===== config.mk =====
export PLATFORM = sky130hd
export DESIGN_NAME = button_debounce
export DESIGN_NICKNAME = d
export VERILOG_FILES = /design/src/rtl/button_debounce.sv
export SDC_FILE = /design/constraint.sdc
export NUM_CORES = 1
export LEC_CHECK = 0
export ABC_AREA = 1
export CAP_MARGIN = 20
export CORE_MARGIN = 1
export CORE_UTILIZATION = 50
export DETAILED_ROUTE_END_ITERATION = 8
export GPL_TIMING_DRIVEN = 0
export PLACE_DENSITY_LB_ADDON = 0.1
export SYNTH_ARGS = -nofsm -noshare
export SYNTH_HDL_FRONTEND = slang
export SYNTH_SLANG_ARGS = --single-unit
export TNS_END_PERCENT = 100

===== constraint.sdc =====
create_clock -name clk -period 2.38 [get_ports clk]
set_clock_uncertainty 0.15 [all_clocks]
set_input_delay 0.357 -clock clk [delete_from_list [all_inputs] [get_ports clk]]
set_output_delay 0.357 -clock clk [all_outputs]
set_load 0.02 [all_outputs]

===== src/rtl/button_debounce.sv =====
// button_debounce
// Turns one raw, active-low push-button into a clean active-high level plus
// single-cycle press and release pulses. The raw key goes through a two-flop
// synchroniser, and a four-state FSM then accepts a change only after the
// synchronised input has held its new value for DEBOUNCE_CYCLES clocks.
`timescale 1ns/1ps

module button_debounce #(
  parameter int DEBOUNCE_CYCLES = 500000
) (
  input  logic clk,
  input  logic reset_n,
  input  logic i_key_n,
  output logic o_level,
  output logic o_press,
  output logic o_release
);

  // Counter width is derived from the cycle count and is not meant to be overridden.
  localparam int CNT_W = $clog2(DEBOUNCE_CYCLES + 1);
  localparam logic [CNT_W-1:0] CNT_MAX = CNT_W'(DEBOUNCE_CYCLES - 1);
  localparam logic [CNT_W-1:0] CNT_ONE = CNT_W'(1);

  typedef enum logic [1:0] {
    S_RELEASED     = 2'd0,
    S_PRESS_WAIT   = 2'd1,
    S_PRESSED      = 2'd2,
    S_RELEASE_WAIT = 2'd3
  } state_e;

  logic       sync1_q;
  logic       sync2_q;
  logic       pressed_s;

  state_e     state_q;
  state_e     state_d;
  logic [CNT_W-1:0] cnt_q;
  logic [CNT_W-1:0] cnt_d;

  logic       press_q;
  logic       press_d;
  logic       release_q;
  logic       release_d;
  logic       level_s;

  // Two-flop synchroniser; only sync1_q ever sees the asynchronous key, and it
  // resets to the released (high) value.
  always_ff @(posedge clk or negedge reset_n) begin
    if (!reset_n) begin
      sync1_q <= 1'b1;
      sync2_q <= 1'b1;
    end else begin
      sync1_q <= i_key_n;
      sync2_q <= sync1_q;
    end
  end

  assign pressed_s = ~sync2_q;

  // State register, stability counter and the registered output pulses.
  always_ff @(posedge clk or negedge reset_n) begin
    if (!reset_n) begin
      state_q   <= S_RELEASED;
      cnt_q     <= '0;
      press_q   <= 1'b0;
      release_q <= 1'b0;
    end else begin
      state_q   <= state_d;
      cnt_q     <= cnt_d;
      press_q   <= press_d;
      release_q <= release_d;
    end
  end

  // Next-state logic: a wait state either falls back on an opposite sample,
  // accepts once the counter has reached its limit, or keeps counting.
  always_comb begin
    state_d = state_q;
    cnt_d   = cnt_q;
    unique case (state_q)
      S_RELEASED: begin
        if (pressed_s) begin
          state_d = S_PRESS_WAIT;
          cnt_d   = '0;
        end
      end
      S_PRESS_WAIT: begin
        if (!pressed_s) begin
          state_d = S_RELEASED;
          cnt_d   = '0;
        end else if (cnt_q == CNT_MAX) begin
          state_d = S_PRESSED;
          cnt_d   = '0;
        end else begin
          cnt_d   = cnt_q + CNT_ONE;
        end
      end
      S_PRESSED: begin
        if (!pressed_s) begin
          state_d = S_RELEASE_WAIT;
          cnt_d   = '0;
        end
      end
      S_RELEASE_WAIT: begin
        if (pressed_s) begin
          state_d = S_PRESSED;
          cnt_d   = '0;
        end else if (cnt_q == CNT_MAX) begin
          state_d = S_RELEASED;
          cnt_d   = '0;
        end else begin
          cnt_d   = cnt_q + CNT_ONE;
        end
      end
      default: begin
        state_d = S_RELEASED;
        cnt_d   = '0;
      end
    endcase
  end

  // Output decode: the level follows the state register directly, and a pulse
  // is requested exactly on the accepting transition so that it lands in the
  // same cycle as the level edge.
  always_comb begin
    level_s   = (state_q == S_PRESSED) || (state_q == S_RELEASE_WAIT);
    press_d   = (state_q == S_PRESS_WAIT)   && (state_d == S_PRESSED);
    release_d = (state_q == S_RELEASE_WAIT) && (state_d == S_RELEASED);
  end

  assign o_level   = level_s;
  assign o_press   = press_q;
  assign o_release = release_q;

  // Press and release pulses can never coincide.
  assert property (@(posedge clk) disable iff (!reset_n) !(o_press && o_release));

  // The stability counter stays within its qualification range.
  assert property (@(posedge clk) disable iff (!reset_n) cnt_q <= CNT_MAX);

endmodule


# Yosys cells after proc, flatten, opt, wreduce, memory -nomap -nowiden

Index checks and enable logic that the tools add are counted.

Register bits: 25
Input port bits: 3
Output and inout bits: 3
Word-level logic and storage cells: 33

Add/subtract/negate cells: 1
Equal/unequal tests: 7
Muxes and demuxes: 13
Reductions and logical operators: 6

Operator list:

| kind                  | count |
|---|---|
| $mux 19               | 5 |
| $pmux 19 s4           | 1 |
| $add 19x1->19 const B | 1 |
| $eq 19x19->1 const B  | 1 |
| $mux 2                | 6 |
| $pmux 2 s4            | 1 |
| $eq 2x2->1 const B    | 3 |
| $logic_not 2->1       | 2 |
| $ne 2x2->1 const B    | 2 |
| $eq 2x1->1 const B    | 1 |
| $logic_and 1x1->1     | 2 |
| $reduce_and 2->1      | 1 |
| $logic_or 1x1->1      | 1 |

# Depth between registers and ports, before layout

Gate-level depths: netlist of the first run.

Depth in word-level cells: 6
Gate-level depth with buffers: 9
Gate-level depth less buffers: 9

# Worst setup path before layout of the first run

OpenSTA, ideal clock, no wires.

Path kind: register to register
Start point: register cnt_q[0]
End point: register cnt_q[12]
Data arrival time: 1266 ps
Required time: 2105 ps
Path slack: 839 ps
Cell stages (with the launch flop): 8
Path buffers: 1
Period minus slack after synthesis: 1541 ps
Cell sequence: dfrtp_1 -> ha_1 -> nand3_1 -> nor2_1 -> nand3_2 -> nand2_4 -> buf_6 -> o22ai_2

Cells in the longest elaborated chain, start to end: 4

RTL lines:

| what                                          | RTL line | RTL |
|---|---|---|
| start: declaration                            | 37       | `logic [CNT_W-1:0] cnt_q;` |
| start signal: assignment                      | 69       | `cnt_q <= cnt_d;` |
| $add 19x1->19 or $eq 19x19->1 (tied branches) | -        |  |
| $mux 19 (*)                                   | 91, 108  |  |
| $mux 19 (on tied branches)                    | 105, 88  |  |
| $pmux 19 s4 (*)                               | 80       | `unique case (state_q)` |

Every way passes the cells marked *; elsewhere a longest branch is shown, timed or not.
A chain may end at the register's enable or synchronous reset.

# Final worst setup path of the first run

Start point: register state_q[1]
End point: output port o_level

Cells in the longest elaborated chain, start to end: 2

RTL lines:

| what                     | RTL line | RTL |
|---|---|---|
| start: declaration       | 35       | `state_e state_q;` |
| start signal: assignment | 68       | `state_q <= state_d;` |
| $eq 2x2->1               | 126      | `level_s = (state_q == S_PRESSED) \|\| (state_q == S_RELEASE_WAIT);` |
| $logic_or 1x1->1 (*)     | 126      |  |
| end: declaration         | 14       | `output logic o_level,` |

Marked as above.

==> results of run 1 <==
## through the flow
step / setup slack [ps] / hold WS [ps] / util [%] / cells / power (uW)
2_1_floorplan: 839 / -88.6 / - / 187 / 469
3_3_place_gp: 500 / 199 / 56.4 / 223 / 487
3_5_place_dp: 633 / 203 / 57.4 / 224 / 494
4_1_cts: 418 / 184 / 58.4 / 228 / 686
5_1_grt: 363 / 197 / 58.4 / 228 / 707
6_report: 437 / 182 / 58.4 / 228 / 677
## cells in the mapped netlist (3+ instances only)
library cell / count
xor2_1: 7
o21ai_0: 3
nor2_2: 5
o22ai_1: 4
nor2_1: 23
inv_1: 18
nand2_1: 52
o21ai_2: 4
nand3_1: 14
dfrtp_1: 23
nand4_1: 4
## placed cells by master (no fill, tap or decap), types with 2 or more instances in the layout
master and instances:
a21oi_1 2, clkbuf_4 3, clkdlybuf4s50_1 5, dfrtp_1 23, dfstp_2 2, inv_1 18
inv_2 2, nand2_1 52, nand2_2 2, nand3_1 14, nand4_1 4, nor2_1 23
nor2_2 5, o21ai_0 3, o21ai_1 2, o21ai_2 4, o21bai_1 2, o22ai_1 4
o22ai_2 2, xnor2_1 2, xor2_1 7
## state kept, by name (all words and copies together) (netlist names)
name	flops
sync1_q	1
cnt_q	19
sync2_q	1
state_q	2
o_release	1
o_press	1
## report_power, final
group          internal [uW]  switching (uW)
combinational           18.6            30.4
sequential               432            4.72
clock                   63.1             128
total                    513             163
## worst min path at each step
stage                            from                     to  slack [ps]  cells past startpoint
floorplan                     reset_n   cnt_q[0]$_DFFE_PN0P_         -90                      0
global placement    sync1_q$_DFF_PN1_      sync2_q$_DFF_PN1_         200                      0
detailed placement  sync1_q$_DFF_PN1_      sync2_q$_DFF_PN1_         200                      0
CTS                           reset_n  cnt_q[17]$_DFFE_PN0P_         180                      1
global route                  reset_n   cnt_q[9]$_DFFE_PN0P_         200                      1
finish                        reset_n   cnt_q[9]$_DFFE_PN0P_         180                      1
## routing by layer
layer  vias to the layer above  GRT usage (%)  part of all wire [%]
met3                         4           2.09                   2.5
met4                         0           10.5                   1.7
met2                        12           37.8                    48
met5                         -              0                     0
li1                        616              -                     -
met1                       563           29.2                    48
## cells by family (layout without fill, tap and decap cells)
family / count (synthesis) / in the layout / share of synthesized area (%)
AND/OR/NAND/NOR: 108 / 108 / 34.2
flip-flops: 25 / 25 / 42.8
buffers and inverters: 23 / 33 / 6.48
AO/OA/AOI/OAI: 21 / 21 / 10.2
XOR/XNOR: 9 / 9 / 5.38
adder cells (fa/ha/maj): 1 / 1 / 0.853
## area by class of cell
class,count,area [um2],share of cell area [%]
Buffer,3,20.0,1.24
Tap cell,31,38.8,2.41
Clock buffer,3,22.5,1.40
Clock inverter,1,5.00,0.311
Sequential cell,25,628,39.0
Timing Repair Buffer,6,77.6,4.82
Multi-Input combinational cell,139,743,46.2
Inverter,20,75.1,4.66
==> flow_metrics.py, run 1 <==
metrics = {
    "global_route": {
        "antenna_found_initial": 0,
        "grt_pass1_vias": 1200,
        "grt_use_total_pct": 22.4,
        "grt_max_degree": 19,
        "grt_first_pass_wirelength_um": 5400,
        "gr-total-overflow": 0,
    },
    "sta": {
        "finalSetupViolations": 0,
        "setup_tns_ps": 0,
        "worstMarginPinSlew_ps": 460,
        "hold_violations": 0,
        "maxSlewHeadroom_pct": 69.3,
        "rsz0062_at_grt": "false",
        "fmax_ghz": 0.515,
        "min_period_over_period_pct": 81.6,
        "slew_violations": 0,
        "min_period_ps": 1940,
    },
    "critical_path": {
        "arrival_ps": 1440,
        "worst-path-stages": 2,
        "reg2regPathDepth": 7,
        "r2r-end": "cnt_q[12]$_DFFE_PN0P_",
        "worst-path-max-fanout": 5,
        "critPathBufInv": 2,
        "reg2reg_slack_ps": 640,
        "worst_ep_required_time_ps": 1870,
        "slowest_delay_ps": 590,
        "cp-start-kind": "register",
        "reg2reg_from": "cnt_q[0]$_DFFE_PN0P_",
        "crit_path_start": "state_q[1]$_DFF_PN0_",
        "critical_path.endpoint": "o_level",
        "crit_type": "register to output pin",
        "crit_chain": "clkbuf_1 -> clkdlybuf4s50_1",
        "cp_slowest_cell": "clkdlybuf4s50_1",
        "critical-path-top-delay-family": "buffers and inverters",
        "end_kind": "output pin",
    },
    "yosys": {
        "synth_area_um2": 1470,
        "yosysWarnings": 0,
        "synth_top_area_share_pct": 39.2,
        "synth-seq-area-share_pct": 42.8,
        "synth_edf_count": 0,
        "synthArstFlopShare_pct": 100,
        "ys_ff_latch": 25,
        "yosys.area.top_type": "dfrtp_1",
        "syn_avg_cell_area_um2": 7.84,
        "synth_area_leaders": "dfrtp_1, nand2_1, nor2_1",
        "synth_flop_cell": "dfrtp_1",
        "synthCells": 187,
        "syn_nets": 191,
        "yosysUniqueCellTypes": 33,
    },
    "floorplanning": {
        "dieWidth_um": 56.2,
        "num_rows": 19,
        "initial_core_util_pct": 53.2,
        "core_um2": 2760,
        "die-area_um2": 3150,
        "die_y_um": 56.2,
        "io-pin-count": 6,
    },
    "clock_network": {
        "cts-resized-gates": 0,
        "clockBufferDepth": 2,
        "clock_latency_ps": 320,
        "cts_setup_buffers": 0,
        "cts_tree": "yes",
        "cts_htree_levels": 1,
        "clock_sinks": 25,
        "cts-root-buf": "clkbuf_4",
        "clkTransAtPathRegs_ps": 130,
        "cts-buffers-inserted": 3,
        "cts_hold_buf": 0,
    },
    "place": {
        "port_buffers": 5,
        "dpl_cell_area_um2": 1580,
        "hpwlAfterDp_um": 2310,
        "gp_congestion": 0.866,
    },
    "hold_path": {
        "hp-class": "input port to asynchronous set/reset pin",
    },
    "finish": {
        "drive_above_1_share_pct": 15.7,
        "nFillCells": 263,
        "nets": 202,
        "design_area_um2": 1610,
        "antennaDiodeCount": 0,
        "syn_to_final_growth_pct": 9.81,
    },
    "run_status": {
        "status": "completed",
    },
    "drt": {
        "dr.pass1.iters": 4,
        "vias": 1195,
        "first_iter_violations": 39,
        "drt.antenna.violating_nets": 0,
        "wl_per_cell_um": 13.0,
        "route.detailed.drc": 0,
        "via_per_inst": 5.24,
        "routed_wl_um": 2960,
    },
    "power_and_ir_drop": {
        "power_density_nw_per_um2": 420,
        "vdd_drop_max_mv": 0.377,
        "cellLeakagePower_uw": 0.000652,
    },
    "flow_run": {
        "maxCapViolations": 0,
    },
}
No activity file was read; power rests on OpenSTA's default activity.
==> run 2: changes to the inputs <==
==> constraint.sdc (replaced) <==
create_clock -name clk -period 1.7 [get_ports clk]
set_clock_uncertainty 0.15 [all_clocks]
set_input_delay 0.255 -clock clk [delete_from_list [all_inputs] [get_ports clk]]
set_output_delay 0.255 -clock clk [all_outputs]
set_load 0.02 [all_outputs]
==> flow_metrics.py, run 2 (synthesis gave the netlist of run 1 again) <==
metrics = {
    "global_route": {
        "grt_pass1_vias": 1209,
        "gr-total-overflow": 0,
        "grt_max_degree": 19,
        "antenna_found_initial": 0,
        "grt_use_total_pct": 22.5,
        "grt_first_pass_wirelength_um": 5410,
    },
    "drt": {
        "dr.pass1.iters": 5,
        "met1_length_um": 1460,
        "first_iter_violations": 34,
        "route.detailed.drc": 0,
        "via_per_inst": 5.17,
        "dr_wl_met3_um": 35,
        "routed.top_layer": "met4",
        "wl_met2_um": 1470,
        "routed_wl_um": 3020,
        "drt.antenna.violating_nets": 0,
        "vias": 1195,
        "wl_per_cell_um": 13.1,
    },
    "finish": {
        "mostFrequentLayoutCell": "nand2_1",
        "nets": 205,
        "antennaDiodeCount": 0,
        "drive_above_1_share_pct": 19.0,
        "regMostFlops": "cnt_q",
        "final_cell_mix": "nand2_1, dfrtp_1, nor2_1",
        "syn_to_final_growth_pct": 12.5,
        "post-route-util_pct": 59.8,
        "largest_reg_flops": 19,
        "design_area_um2": 1650,
        "reg.largest.list": "cnt_q (19), state_q (2)",
    },
    "floorplanning": {
        "dieWidth_um": 56.2,
        "initial_core_util_pct": 53.2,
        "io-pin-count": 6,
        "die_y_um": 56.2,
        "num_rows": 19,
        "die-area_um2": 3150,
        "core_um2": 2760,
    },
    "critical_path": {
        "worst_ep_required_time_ps": 1780,
        "worst-path-max-fanout": 10,
        "cp-start-kind": "register",
        "critPathBufInv": 2,
        "critical-path-top-delay-family": "flip-flops",
        "arrival_ps": 1670,
        "reg2reg_from": "sync2_q$_DFF_PN1_",
        "cp_slowest_cell": "dfstp_2",
        "crit_chain": "nand2_1 -> nand3_4 -> inv_2 -> buf_2 -> nor2_2 -> nor2_1",
        "crit_type": "register to register",
        "crit_path_start": "sync2_q$_DFF_PN1_",
        "end_kind": "register",
        "reg2regPathDepth": 6,
        "worst-path-stages": 6,
        "slowest_delay_ps": 560,
    },
    "power_and_ir_drop": {
        "power_density_nw_per_um2": 578,
        "vdd_drop_max_mv": 0.528,
        "cellLeakagePower_uw": 0.000710,
    },
    "sta": {
        "maxSlewHeadroom_pct": 69.3,
        "fmax_ghz": 0.627,
        "finalSetupViolations": 0,
        "min_period_over_period_pct": 93.9,
        "hold_violations": 0,
        "worstMarginPinSlew_ps": 459,
        "slew_violations": 0,
        "min_period_ps": 1600,
    },
    "run_status": {
        "status": "completed",
    },
    "flow_run": {
        "maxCapViolations": 0,
    },
    "clock_network": {
        "cts_tree": "yes",
        "clockBufferDepth": 2,
        "cts_hold_buf": 0,
        "clkTransAtPathRegs_ps": 130,
        "clock_latency_ps": 320,
        "cts_htree_levels": 1,
        "cts-root-buf": "clkbuf_4",
        "cts-buffers-inserted": 3,
        "clock_sinks": 25,
    },
    "place": {
        "hpwlAfterDp_um": 2310,
        "port_buffers": 5,
        "gp_congestion": 0.866,
        "dpl_cell_area_um2": 1580,
    },
    "hold_path": {
        "hp-class": "input port to asynchronous set/reset pin",
    },
}
[run 2: final timing paths]
path	end	slack (ps)
setup / recovery	cnt_q[4]$_DFFE_PN0P_	100
hold / removal	cnt_q[9]$_DFFE_PN0P_	80
setup reg to reg	cnt_q[4]$_DFFE_PN0P_	100
hold reg to reg	sync2_q$_DFF_PN1_	220
max in group asynchronous	sync2_q$_DFF_PN1_	790
min in group clk	sync1_q$_DFF_PN1_	180
[run 2: per-stage QoR]
step                total power, uW  hold WS, ps  worst slack (ps)  setup TNS, ps  instances
finish                          954         79.6               105              0        231
detailed placement              692          203             -46.9           -325        224
global route                    997         94.9             -8.82          -8.82        231
floorplan                       657         -191               159              0        187
global placement                682          199             -78.1          -1840        223
CTS                             963         81.8              3.43              0        229
[run 2: final cells by class]
class                           instances  area [um2]
Clock buffer                            3        22.5
Timing Repair Buffer                    9         104
Sequential cell                        25         628
Buffer                                  3        23.8
Multi-Input combinational cell        139         753
Tap cell                               31        38.8
Fill cell                             259        1110
Clock inverter                          1        5.00
Inverter                               20        75.1
[run 2: worst register-to-register path, stage by stage (launching register included)]
cell and delay, ps:
dfstp_2 560, nand2_1 140, nand3_4 200, inv_2 70, buf_2 190, nor2_2 140
nor2_1 50
[run 2: layer usage]
| layer | track usage [%] | vias to the layer above |
|---|---|---|
| met1 | 28.6 | 567 |
| met2 | 38.4 | 5 |
| li1 | - | 619 |
| met4 | 10.5 | 0 |
| met5 | 0 | - |
| met3 | 2.09 | 4 |
[run 2: report_power, final]
part / switching [uW] / total, uW / internal [uW] / leakage, uW
logic: 46.4 / 78.3 / 31.9 / 0.000353
registers: 4.67 / 609 / 604 / 0.000339
clock network: 179 / 267 / 88.3 / 0.0000177
[run 2: timing repair]
action	in CTS	in global routing
setup endpoints to repair	14	18
endpoints found under the hold margin	0	0
pin swaps	0	1
resized for setup	1	7
setup buffers	1	2
